<file path="src/rtl/dmem_lsu.sv">
// -----------------------------------------------------------------------------
// dmem_lsu
// Load/store initiator for the single-word data memory port. Takes one scalar
// (1 word) or vector (LANES words) request per handshake, serialises it into
// per-word memory accesses in ascending address order, and returns a single
// response with assembled load data or a completion/error status.
//
// Ports
//   clk, rst            clock, asynchronous active-high reset
//   req_valid/ready     request handshake (ready only while idle)
//   req_we, req_vec     store/load select, vector/scalar select
//   req_addr            base word address
//   req_wdata           store data, lane i in bits [S*i +: S]
//   resp_valid/ready    response handshake
//   resp_err            request rejected: addressed words fall outside SIZE
//   resp_rdata          load data (zero for stores and errors)
//   mem_we/addr/wdata   memory write strobe, word address, write word
//   mem_rdata           memory read word, valid the cycle after mem_addr
// -----------------------------------------------------------------------------
module dmem_lsu #(
    parameter int S     = 32,
    parameter int LANES = 6,
    parameter int V     = 192,
    parameter int SIZE  = 14
) (
    input  logic         clk,
    input  logic         rst,
    input  logic         req_valid,
    output logic         req_ready,
    input  logic         req_we,
    input  logic         req_vec,
    input  logic [S-1:0] req_addr,
    input  logic [V-1:0] req_wdata,
    output logic         resp_valid,
    input  logic         resp_ready,
    output logic         resp_err,
    output logic [V-1:0] resp_rdata,
    output logic         mem_we,
    output logic [S-1:0] mem_addr,
    output logic [S-1:0] mem_wdata,
    input  logic [S-1:0] mem_rdata
);

    localparam int IW = $clog2(LANES);

    typedef enum logic [2:0] {
        IDLE,
        WR,
        RD,
        RD_DRAIN,
        RESP
    } state_t;

    state_t          r_state;
    logic            r_req_ready;
    logic            r_resp_valid;
    logic            r_resp_err;
    logic [V-1:0]    r_resp_rdata;
    logic            r_mem_we;
    logic [S-1:0]    r_mem_addr;
    logic [S-1:0]    r_mem_wdata;
    logic [IW-1:0]   r_idx;
    logic [IW-1:0]   r_last;
    logic [V-1:0]    r_wdata;

    logic [S:0]      w_span;
    logic [S:0]      w_last_addr;
    logic            w_range_err;
    logic [IW-1:0]   w_idx_next;
    logic [IW-1:0]   w_cap_idx;
    logic [S-1:0]    w_next_lane;
    logic [V-1:0]    w_rdata_cap;

    // Range check is done one bit wider so a base near the top of the address
    // space that wraps past zero is still reported as out of range.
    assign w_span      = req_vec ? (S+1)'(LANES - 1) : '0;
    assign w_last_addr = {1'b0, req_addr} + w_span;
    assign w_range_err = (w_last_addr >= (S+1)'(SIZE));

    assign w_idx_next  = r_idx + 1'b1;
    // Read data lags the address by one cycle: in RD the returning word
    // belongs to the previous lane, in RD_DRAIN it belongs to the last lane.
    assign w_cap_idx   = (r_state == RD_DRAIN) ? r_idx : r_idx - 1'b1;

    always_comb begin
        w_next_lane = '0;
        for (int i = 0; i < LANES; i++) begin
            if (w_idx_next == IW'(i)) begin
                w_next_lane = r_wdata[i*S +: S];
            end
        end
    end

    always_comb begin
        w_rdata_cap = r_resp_rdata;
        for (int i = 0; i < LANES; i++) begin
            if (w_cap_idx == IW'(i)) begin
                w_rdata_cap[i*S +: S] = mem_rdata;
            end
        end
    end

    // NOTE: all state is updated with non-blocking assignments so every
    // register samples the pre-edge values of its neighbours, independent of
    // statement order.
    always_ff @(posedge clk or posedge rst) begin
        if (rst) begin
            r_state      <= IDLE;
            r_req_ready  <= 1'b1;
            r_resp_valid <= 1'b0;
            r_resp_err   <= 1'b0;
            r_resp_rdata <= '0;
            r_mem_we     <= 1'b0;
            r_mem_addr   <= '0;
            r_mem_wdata  <= '0;
            r_idx        <= '0;
            r_last       <= '0;
            r_wdata      <= '0;
        end else begin
            case (r_state)
                IDLE: begin
                    if (req_valid) begin
                        r_req_ready  <= 1'b0;
                        r_resp_rdata <= '0;
                        r_wdata      <= req_wdata;
                        r_last       <= req_vec ? IW'(LANES - 1) : '0;
                        r_idx        <= '0;
                        r_mem_addr   <= req_addr;
                        r_mem_wdata  <= req_wdata[S-1:0];
                        r_resp_err   <= w_range_err;
                        if (w_range_err) begin
                            r_resp_valid <= 1'b1;
                            r_state      <= RESP;
                        end else if (req_we) begin
                            r_mem_we <= 1'b1;
                            r_state  <= WR;
                        end else begin
                            r_state  <= RD;
                        end
                    end
                end
                WR: begin
                    if (r_idx == r_last) begin
                        r_mem_we     <= 1'b0;
                        r_resp_valid <= 1'b1;
                        r_state      <= RESP;
                    end else begin
                        r_idx       <= w_idx_next;
                        r_mem_addr  <= r_mem_addr + 1'b1;
                        r_mem_wdata <= w_next_lane;
                    end
                end
                RD: begin
                    if (r_idx != '0) begin
                        r_resp_rdata <= w_rdata_cap;
                    end
                    if (r_idx == r_last) begin
                        r_state <= RD_DRAIN;
                    end else begin
                        r_idx      <= w_idx_next;
                        r_mem_addr <= r_mem_addr + 1'b1;
                    end
                end
                RD_DRAIN: begin
                    r_resp_rdata <= w_rdata_cap;
                    r_resp_valid <= 1'b1;
                    r_state      <= RESP;
                end
                RESP: begin
                    if (resp_ready) begin
                        r_resp_valid <= 1'b0;
                        r_req_ready  <= 1'b1;
                        r_state      <= IDLE;
                    end
                end
                default: begin
                    r_state     <= IDLE;
                    r_req_ready <= 1'b1;
                    r_mem_we    <= 1'b0;
                end
            endcase
        end
    end

    assign req_ready  = r_req_ready;
    assign resp_valid = r_resp_valid;
    assign resp_err   = r_resp_err;
    assign resp_rdata = r_resp_rdata;
    // Gating with rst keeps the strobe low from the instant reset asserts,
    // independent of how the register's async clear is implemented.
    assign mem_we     = r_mem_we && !rst;
    assign mem_addr   = r_mem_addr;
    assign mem_wdata  = r_mem_wdata;

endmodule

</file>
<file path="config.mk">
export PLATFORM = sky130hd
export DESIGN_NAME = dmem_lsu
export DESIGN_NICKNAME = d
export VERILOG_FILES = /design/src/rtl/dmem_lsu.sv
export SDC_FILE = /design/constraint.sdc
export NUM_CORES = 1
export LEC_CHECK = 0
export CAP_MARGIN = 25
export CORE_ASPECT_RATIO = 0.75
export CORE_UTILIZATION = 35
export CTS_BUF_LIST = sky130_fd_sc_hd__clkbuf_4
export CTS_CLUSTER_DIAMETER = 100
export CTS_CLUSTER_SIZE = 20
export DETAILED_ROUTE_END_ITERATION = 6
export GPL_TIMING_DRIVEN = 0
export HOLD_SLACK_MARGIN = 0.12
export SETUP_SLACK_MARGIN = 0.5
export SLEW_MARGIN = 15
export SYNTH_ARGS = -nofsm -noshare
export SYNTH_HDL_FRONTEND = slang
export SYNTH_SLANG_ARGS = --single-unit
export TNS_END_PERCENT = 50
</file>
<file path="constraint.sdc">
create_clock -name clk -period 34.9 [get_ports clk]
set_clock_uncertainty 0.05 [all_clocks]
set_input_delay 3.49 -clock clk [delete_from_list [all_inputs] [get_ports clk]]
set_output_delay 3.49 -clock clk [all_outputs]
set_load 0.05 [all_outputs]
</file>
==> summary.txt <==
Floorplanning
  • # IOs: 522
  • Die area: ~0.059 mm2
  • Core ar.: between 0.05 and 0.06 mm2
  • # rows: 75
  • Die Height: 209.9 um
  • Die width: 279.3 um
  • Initial Util: 35.78%

Global routing
  • Vias in the first global route: about 19000
  • First-pass GRT wire length: 119.5 mm
  • GRT Resource Usage Total: 26.79%
  • Largest net degree at the start of global routing: between 100 and 150
  • Grt ovf: 0
  • Initial antenna violation count: 10

Clock network
  • Clk_lat worst skew: 0.84 ns
  • Maximum clock insertion buffer count: 3
  • Clk root buf: clkbuf_4
  • CTS Buf Count: 26
  • Clk sinks: 459
  • Clk pin slew, worst setup/hold paths: ~0.19 ns
  • Cts hold-fix bufs: 0
  • CTS tree: yes
  • CTS H-tree lvls: 1
  • Cts repair resizes: 0
  • Post-CTS setup buffers: 0

STA
  • Hold Slack: 0.4507 ns
  • Fmax: 117.8 MHz
  • Slew HR: 23.03%
  • Endpoints failing setup: 0
  • Setup ws final: 26.41 ns
  • Fin crit share: 24.33%
  • Slew Limit Fails: 0
  • Final Hold Viols: 0
  • Tmin final: 8.490 ns
  • Worst slew pin tran: roughly 1.2 ns
  • RSZ-0062 raised after global routing: no
  • Setup TNS Final: 0 ns

Critical path
  • R2r setup slk: 30.92 ns
  • CP endpoint kind: output port
  • Worst-path fanout max: 2
  • Crit path buf inv count: 2
  • Worst reg2reg path endpoint: mem_wdata[2]$_DFFE_PP0P_
  • Slowest stage delay, CP: ~0.8 ns
  • Worst setup SP type: input port
  • Critical Path AT: 4.95 ns
  • Slowest-stage cell, CP: clkdlybuf4s50_1
  • Cell mode on critical path: clkdlybuf4s50_1
  • R2R cell count: 8
  • Reg2reg start: r_state[0]$_DFFE_PP0P_
  • Worst path required time: 31.36 ns
  • Top delay family on crit path: buffers and inverters
  • Crit path kind: input port to output port
  • Critical path cell sequence: clkdlybuf4s50_1 > nor2b_1 > clkdlybuf4s50_1

Drt
  • ANT nets after route: 0
  • DR vias: 19670
  • Initial DRC count: 1966
  • Post-DR vias/cell: 5.406
  • Detailed-route DRC error count: 3
  • Drt pass-1 iters: 7
  • Final Routed Wirelength: 80.06 mm
  • Wire per inst: 22.01 um

Logic synthesis
  • Post-synth EDFFs: 0
  • Post-synthesis sequential area ratio: a little under three fifths
  • Syn Std Cell Area: 0.02018 mm2
  • Distinct cell type count after synthesis: 70
  • FF+latch count, synth: about 460
  • Synth Flop Type: dfrtp_1
  • Ys Warns: 0
  • FFs w/ async S/R, synth: 100.0%
  • Syn_nets: 2574
  • Synth Area per Inst: 8.765 um2
  • Synthesized instance count: ~2300

Placement
  • Placed Area: 0.02646 mm2
  • Routability cong.: around 0.9
  • IO Port Bufs: a little over 500
  • DP HPWL: ~60 mm
  • DP Worst Slack: 26.40 ns

Layout
  • Most frequent cells in the layout: nand2_1 (849), clkdlybuf4s50_1 (519), dfrtp_1 (458)
  • Layout Nets: 3126
  • Fillers: roughly 5400
  • Share of cells above drive strength 1: just over 2%
  • Commonest non-fill, non-tap cell in the layout: nand2_1
  • Final instance area: 0.02677 mm2
  • Layout area overhead: 32.65%

Status
  • Failing checks: DRC
  • Status: finished, violations left

Pwr
  • Cell Pwr Density: ~43 mW/mm2
  • P_leak: 11.62 nW
  • Maximum VDD drop: 0.02198 mV

Min path
  • Hold depth: 2
  • Hold Crit Start: r_wdata[174]$_DFFE_PP0P_
  • Worst Hold End: r_wdata[174]$_DFFE_PP0P_
  • HP Class: flop to flop

Run
  • Max_cap viols: 0
## Yosys cell counts (9+ instances only)
cell type  number  share of area, %
a21oi_1       116               2.9
nand4_1        14              0.43
dfrtp_1       458                57
a31oi_1        20              0.62
a21o_1         22              0.82
nand3_1        55               1.4
a222oi_1       32               1.6
ha_1           10              0.62
nor2_1         77               1.4
o21ai_0       275               6.8
and3_1          9              0.28
nand2_1       849                16
clkbuf_1      139               2.6
inv_1          11              0.20
buf_1           9              0.17
o22ai_1        28              0.87
nor4_1         11              0.34
or3_1          21              0.65
a22oi_1        15              0.56
nor3_1         27              0.67
## power breakdown
| part | internal, mW | switching, mW | total (mW) | leakage, nW |
|---|---|---|---|---|
| clock | 0.0526 | 0.168 | 0.221 | 0.175 |
| combinational | 0.104 | 0.192 | 0.296 | 5.55 |
| sequential | 0.593 | 0.0451 | 0.638 | 5.89 |
## registers in the layout, summed over array words and instances, names as in the netlist
signal      flops
r_last          1
req_ready       1
resp_rdata    192
mem_addr       32
r_wdata       192
r_mem_we        1
resp_valid      1
r_idx           3
resp_err        1
mem_wdata      32
r_state         3
## layer usage
layer | global-route usage (%) | wire length (um) | up-vias
li1 | - | - | 8922
met1 | 37.84 | 35210 | 9713
met2 | 42.27 | 36200 | 902
met3 | 4.833 | 6284 | 125
met4 | 7.313 | 2321 | 6
met5 | 0 | 46 | -
## layout make-up
class	instances	area, um2	share of cell area [%]
multi-input combinational	1679	8070	30.15
clock inverter	1	30.03	0.1122
buffer	152	575.6	2.150
clock buffer	35	262.8	0.9816
tap	770	963.4	3.599
sequential	459	11490	42.92
inverter	12	52.55	0.1963
antenna	6	15.01	0.05609
timing repair buffer	524	5310	19.84
## worst max-delay path by stage
stage               startpoint                        to  slack, ns  depth (start not counted)
floorplan                  rst   mem_addr[0]$_DFFE_PP0P_      18.56                          1
detailed placement         rst                    mem_we      26.40                          3
global route               rst                    mem_we      26.37                          3
CTS                        rst                    mem_we      26.40                          3
finish                     rst                    mem_we      26.41                          3
global placement           rst  r_wdata[169]$_DFFE_PP0P_      12.98                          2
## metrics by stage
step | power, mW | instances | util (%)
global placement | 0.9359 | 3591 | 46.70
floorplan | 0.8061 | 2302 | -
finish | 1.155 | 3638 | 47.46
CTS | 1.159 | 3632 | 47.43
detailed placement | 0.9412 | 3596 | 46.92
global route | 1.209 | 3637 | 47.46
## cell families after synthesis
| logic type | after synthesis | synth area share, % |
|---|---|---|
| AOI/OAI and AO/OA | 558 | 16.31 |
| xor gates and xnor gates | 7 | 0.3038 |
| adders and majority gates | 10 | 0.6201 |
| buffers and inverters | 164 | 3.076 |
| DFF | 459 | 56.93 |
| muxes | 5 | 0.2790 |
| and+or+nand+nor | 1099 | 22.48 |
## worst register-to-register path, stage by stage (launching register included)
cell      delay, ns
dfrtp_1        0.42
clkbuf_1       0.40
nand2_1        0.22
nor2_1         0.91
nand2_1        0.31
nand2_1        0.18
clkbuf_1       0.66
clkbuf_1       0.56
a31oi_1        0.18
Note: power is estimated with default switching activity, not from simulation.
==> edit 1: new RTL, same flow settings <==
`S`: 32 -> 48.
--- a/src/rtl/dmem_lsu.sv
+++ b/src/rtl/dmem_lsu.sv
@@ -20,3 +20,3 @@
 module dmem_lsu #(
-    parameter int S     = 32,
+    parameter int S     = 48,
     parameter int LANES = 6,
Interface: changed (resized mem_addr, mem_rdata, mem_wdata and req_addr); port bits go from 522 to 586. The function was not compared with the original's and may differ.
==> edit 1 against the unedited design <==
  * Combinational power is 24% higher
  * Synthesized area is 13% higher
  * Setup slack worse by 0.014 ns
  * Clock power is 9.5% higher
  * Cell area is 13% higher
  * Worst hold slack better by 0.0044 ns
  * Total power is 13% higher
  * Wire length is 21% higher
  * Sequential cell count is 32 higher
  * Final cell count is 17% higher
  * Fmax is 0.17% lower
  * Global-route usage is 1.8 points higher
==> edit 1: results (changes against the unedited design) <==
status complete, no violations; Lkg Pwr 12.9 nW (+11%); WP data arrival 4.96 ns (about the same); Placer Congestion 0.914 (-0.51%); RR Endpoint mem_addr[42]; share of cells above drive strength 1 2.29% (+0.23 points); critical path's slowest cell clkdlybuf4s50_1; Async S/R FF share, synth 100% (unchanged); met2 usage 43.8% (+1.6 points); Avg Cell Area, Syn 8.29 um2 (-5.4%); DP HPWL 74.8 mm (+21%); clock latency on the worst-skew pair 0.93 ns (+0.09 ns); top fanout value on the critical path 2 (unchanged); top cell family by delay on the critical path buffers and inverters; Vias/cell 5.43 (+0.44%); DRT Pass-1 Iters 5 (-2); slew at the pin closest to its max-slew limit 1.07 ns (-0.0785 ns); worst vdd ir 0.0000279 V (+27%); GR Util met3 4.86% (+0.029 points); Post-Place Setup Slack 26.38 ns (-0.0158 ns); FF-to-FF path depth 9 (+1); Max clock buf depth 3 (unchanged); number of CTS-inserted buffers 28 (+7.7%); Routed WL per cell 22.8 um (+3.6%); antenna violations before repair 16 (+6); ranking of synthesized cells by area dfrtp_1 (54%), nand2_1 (17%), o21ai_0 (7.3%); Total Routing Usage GR 28.6% (+1.8 points); slowest stage delay, CP 0.81 ns; CTS clock-pin slew for the worst setup and hold paths 0.18 ns; Setup crit start rst; Worst Setup EP mem_we; R2R Path Start mem_addr[1]; Mapped Nets 3045 (+18%); nets 3661 (+17%); number of gates resized after cts 0 (unchanged); placed cell area 29800 um2 (+13%); non-filler cells, final 4239 (+17%); Synth Warn # 0 (unchanged); DR iter-0 viols 2073 (+5.4%); period utilization 24.4% (+0.041 points); first-pass GRT wire length 143 mm (+20%); top cells by count, synth nand2_1 (1049), dfrtp_1 (490), o21ai_0 (332); Post-CTS Setup Bufs 0 (unchanged); CTS H-tree depth 1 (unchanged); port bufs 581 (+12%); FF-to-FF setup slack 30.87 ns (-0.05 ns); CTS root buf clkbuf_4; Min-Delay Path Class reg2reg; largest net degree at the start of global routing 105 (-3.7%); Yosys cell types 73 (+4.3%); vias in the first global route 22.7k (+19%); sequential fraction of the synthesis area 54.1% (-2.9 points); met1 usage 41.1% (+3.3 points)
## edit 1: cell count changes after synthesis, sizes merged, moves of 22 or more
cell    before   now
nor2        77   101
dfrtp      458   490
nand2      849  1049
a311oi       2    48
nand3       56    91
a222oi      32     0
o21ai      277   334
clkbuf     139   168
a21oi      116   138
## edit 1: worst reg2reg max path: stages (launching register included)
cell	delay [ns]
dfrtp_1	0.48
ha_1	0.22
nand3_1	0.21
nor4_1	0.96
nand4b_1	0.54
nor3_1	0.75
nand3_1	0.26
o21ai_0	0.22
a21oi_1	0.09
a21oi_1	0.15
## edit 1: per-stage QoR
stage | hold slack (ns) | total power, W
floorplan | 0.395 | 0.000901
global placement | 0.407 | 0.00106
detailed placement | 0.411 | 0.00107
CTS | 0.457 | 0.00131
global route | 0.477 | 0.00136
finish | 0.455 | 0.00130
## edit 1: power breakdown
group / internal (W) / total (W) / switching, W
registers: 0.000638 / 0.000691 / 0.0000532
logic: 0.000126 / 0.000368 / 0.000242
clock network: 0.0000573 / 0.000242 / 0.000185
## edit 1: cell type report
type | instances | area [um2]
fillers | 6314 | 33700
flip-flops and latches | 491 | 12300
multi-input cells | 2037 | 9630
repair buffers | 586 | 5950
well taps | 861 | 1080
plain buffers | 192 | 737
clock buffers | 38 | 285
inverters | 21 | 86.3
clock inverters | 2 | 41.3
diodes | 11 | 27.5
## edit 1: cells by family (layout without fill, tap and decap cells)
family	Yosys count	after routing	share of synthesized area [%]
AND/OR/NAND/NOR	1391	1391	25.4
multiplexers	8	8	0.358
AO/OA/AOI/OAI	608	608	15.3
other	0	11	0
adder cells (fa/ha/maj)	10	10	0.550
XOR/XNOR	20	20	0.770
buffers and inverters	213	839	3.59
flip-flops	491	491	54.1
## edit 1: worst min-delay path by stage
stage / startpoint / end / slack (ns) / cells after the start
final: resp_rdata[134] / resp_rdata[134] / 0.46 / 2
after detailed placement: r_wdata[32] / r_wdata[32] / 0.41 / 2
after global placement: r_wdata[39] / r_wdata[39] / 0.41 / 2
after CTS: r_wdata[6] / r_wdata[6] / 0.46 / 2
after global routing: r_wdata[3] / r_wdata[3] / 0.48 / 2
after floorplan: r_wdata[0] / r_wdata[0] / 0.40 / 2
## edit 1: layer usage
layer,routed length [um],part of all wire [%],vias up
li1,-,-,10500
met1,43100,45,11300
met2,42800,44,1035
met3,7730,8.0,163
met4,3000,3.1,12
met5,85,0.088,-
==> edit 2: new RTL, same flow settings <==
Made on the original files. Encoding of `state_t`: now one-hot (5 bits for 5 states).
--- a/src/rtl/dmem_lsu.sv
+++ b/src/rtl/dmem_lsu.sv
@@ -45,8 +45,8 @@
 
-    typedef enum logic [2:0] {
-        IDLE,
-        WR,
-        RD,
-        RD_DRAIN,
-        RESP
+    typedef enum logic [4:0] {
+        IDLE     = 5'b00001,
+        WR       = 5'b00010,
+        RD       = 5'b00100,
+        RD_DRAIN = 5'b01000,
+        RESP     = 5'b10000
     } state_t;
Function: no difference found for any inputs over 4 cycles, from zero or initial values and one cycle with rst high; so few cycles prove little.
==> edit 2 against the unedited design <==
  * Synthesized area grew 2.9%
  * Global-route usage shrank 0.59 points
  * Sequential cell count grew 2
  * Worst hold slack gained 0.0053 ns
  * Wire length grew 1.9%
  * Final cell count shrank 5.7%
  * Cell area grew 2.3%
  * Setup slack lost 0.0086 ns
  * Largest cell class unchanged
  * Highest routed layer unchanged
Power is not compared: it rests on default switching activity, and its combinational part moved more than twofold at a synthesized area within 25%.
==> edit 2: results (changes against the unedited design) <==
placed cell area 27000 um2 (+2.2%); Routed WL per cell 23.8 um (+8.0%); Worst Hold Path EP r_wdata[24]; Total Routing Usage GR 26.2% (-0.59 points); Post-Syn Instances 2079 (-9.7%); status complete, no violations; DR iter-0 viols 1821 (-7.4%); number of CTS-inserted buffers 27 (+3.8%); hold_sp r_wdata[24]; Yosys cell types 73 (+4.3%); Synth Warn # 0 (unchanged); FF-to-FF setup slack 30.53 ns (-0.39 ns); top cells by count, synth nand2_1 (616), dfrtp_1 (459), mux2_2 (194); largest net degree at the start of global routing 110 (+0.92%); R2R Path Start r_idx[1]; Synth Area in XOR/XNOR 0.253% (-0.051 points); antenna violations before repair 17 (+7); Vias 18.5k (-6.1%); WP data arrival 4.96 ns (about the same); clock latency on the worst-skew pair 0.87 ns (+0.03 ns); sequential fraction of the synthesis area 55.6% (-1.3 points); drt total wl 81.6 mm (+1.9%); mux share of post-synthesis cell area 10.8% (+10 points); Adder-Cell Fraction of Synth Area 0.603% (-0.017 points); Placer Congestion 0.913 (-0.63%); ranking of synthesized cells by area dfrtp_1 (55%), nand2_1 (11%), mux2_2 (11%); FF-to-FF path depth 9 (+1); Mapped Nets 2351 (-8.7%); placed cell count 3382 (-6.0%); Post-CTS Setup Bufs 0 (unchanged); share of cells above drive strength 1 10.7% (+8.6 points); first-pass GRT wire length 119 mm (-0.35%); DRT Pass-1 Iters 5 (-2); nets 2903 (-7.1%); hold_ws 0.456 ns (+0.00528 ns); RR Endpoint mem_wdata[6]
-- edit 2: cell count changes in the layout (fill, tap and decap cells not counted), sizes merged, moves of 26 or more --
cell,change
a21oi,-26
o21ai,-243
nor2,+56
clkbuf,-37
mux2,+192
nor2b,+34
nand2,-233
a222oi,-32
a221oi,+83
-- edit 2: final cells by class --
type | instances | area, um2
clock inverters | 2 | 23.8
well taps | 780 | 976
diodes | 12 | 30.0
repair buffers | 523 | 5310
plain buffers | 129 | 552
clock buffers | 36 | 270
fillers | 5493 | 30600
flip-flops and latches | 461 | 11500
inverters | 15 | 63.8
multi-input cells | 1474 | 8610
-- edit 2: how the worst max path moves through the flow --
stage                              to  start  slack, ns
after floorplan           mem_addr[0]    rst      18.51
after global placement    r_wdata[73]    rst      12.89
after detailed placement       mem_we    rst      26.39
after CTS                      mem_we    rst      26.39
after global routing           mem_we    rst      26.32
final                          mem_we    rst      26.40
-- edit 2: worst register-to-register path: stages (launching register included) --
cell and delay [ns]:
dfrtp_1 0.51, ha_1 0.26, xnor2_1 0.51, and2_1 0.30, clkbuf_1 0.47, clkbuf_1 0.59, clkbuf_1 0.57, nor3_1 0.13
a221oi_1 0.70, o22ai_1 0.17
-- edit 2: power by group --
group          leakage (nW)  internal [W]  total (W)  switching (W)
logic                  6.38      0.000254   0.000729       0.000475
clock network         0.180     0.0000482   0.000220       0.000172
registers              5.94      0.000676   0.000785       0.000109
total                  12.5      0.000979    0.00173       0.000756
-- edit 2: routing by layer --
layer / up-vias / track usage (%) / part of all wire, %
met5: - / 0 / 0.099
met4: 14 / 6.99 / 2.7
met3: 121 / 7.17 / 9.1
met2: 840 / 41.4 / 46
met1: 9190 / 35.4 / 43
li1: 8300 / - / -
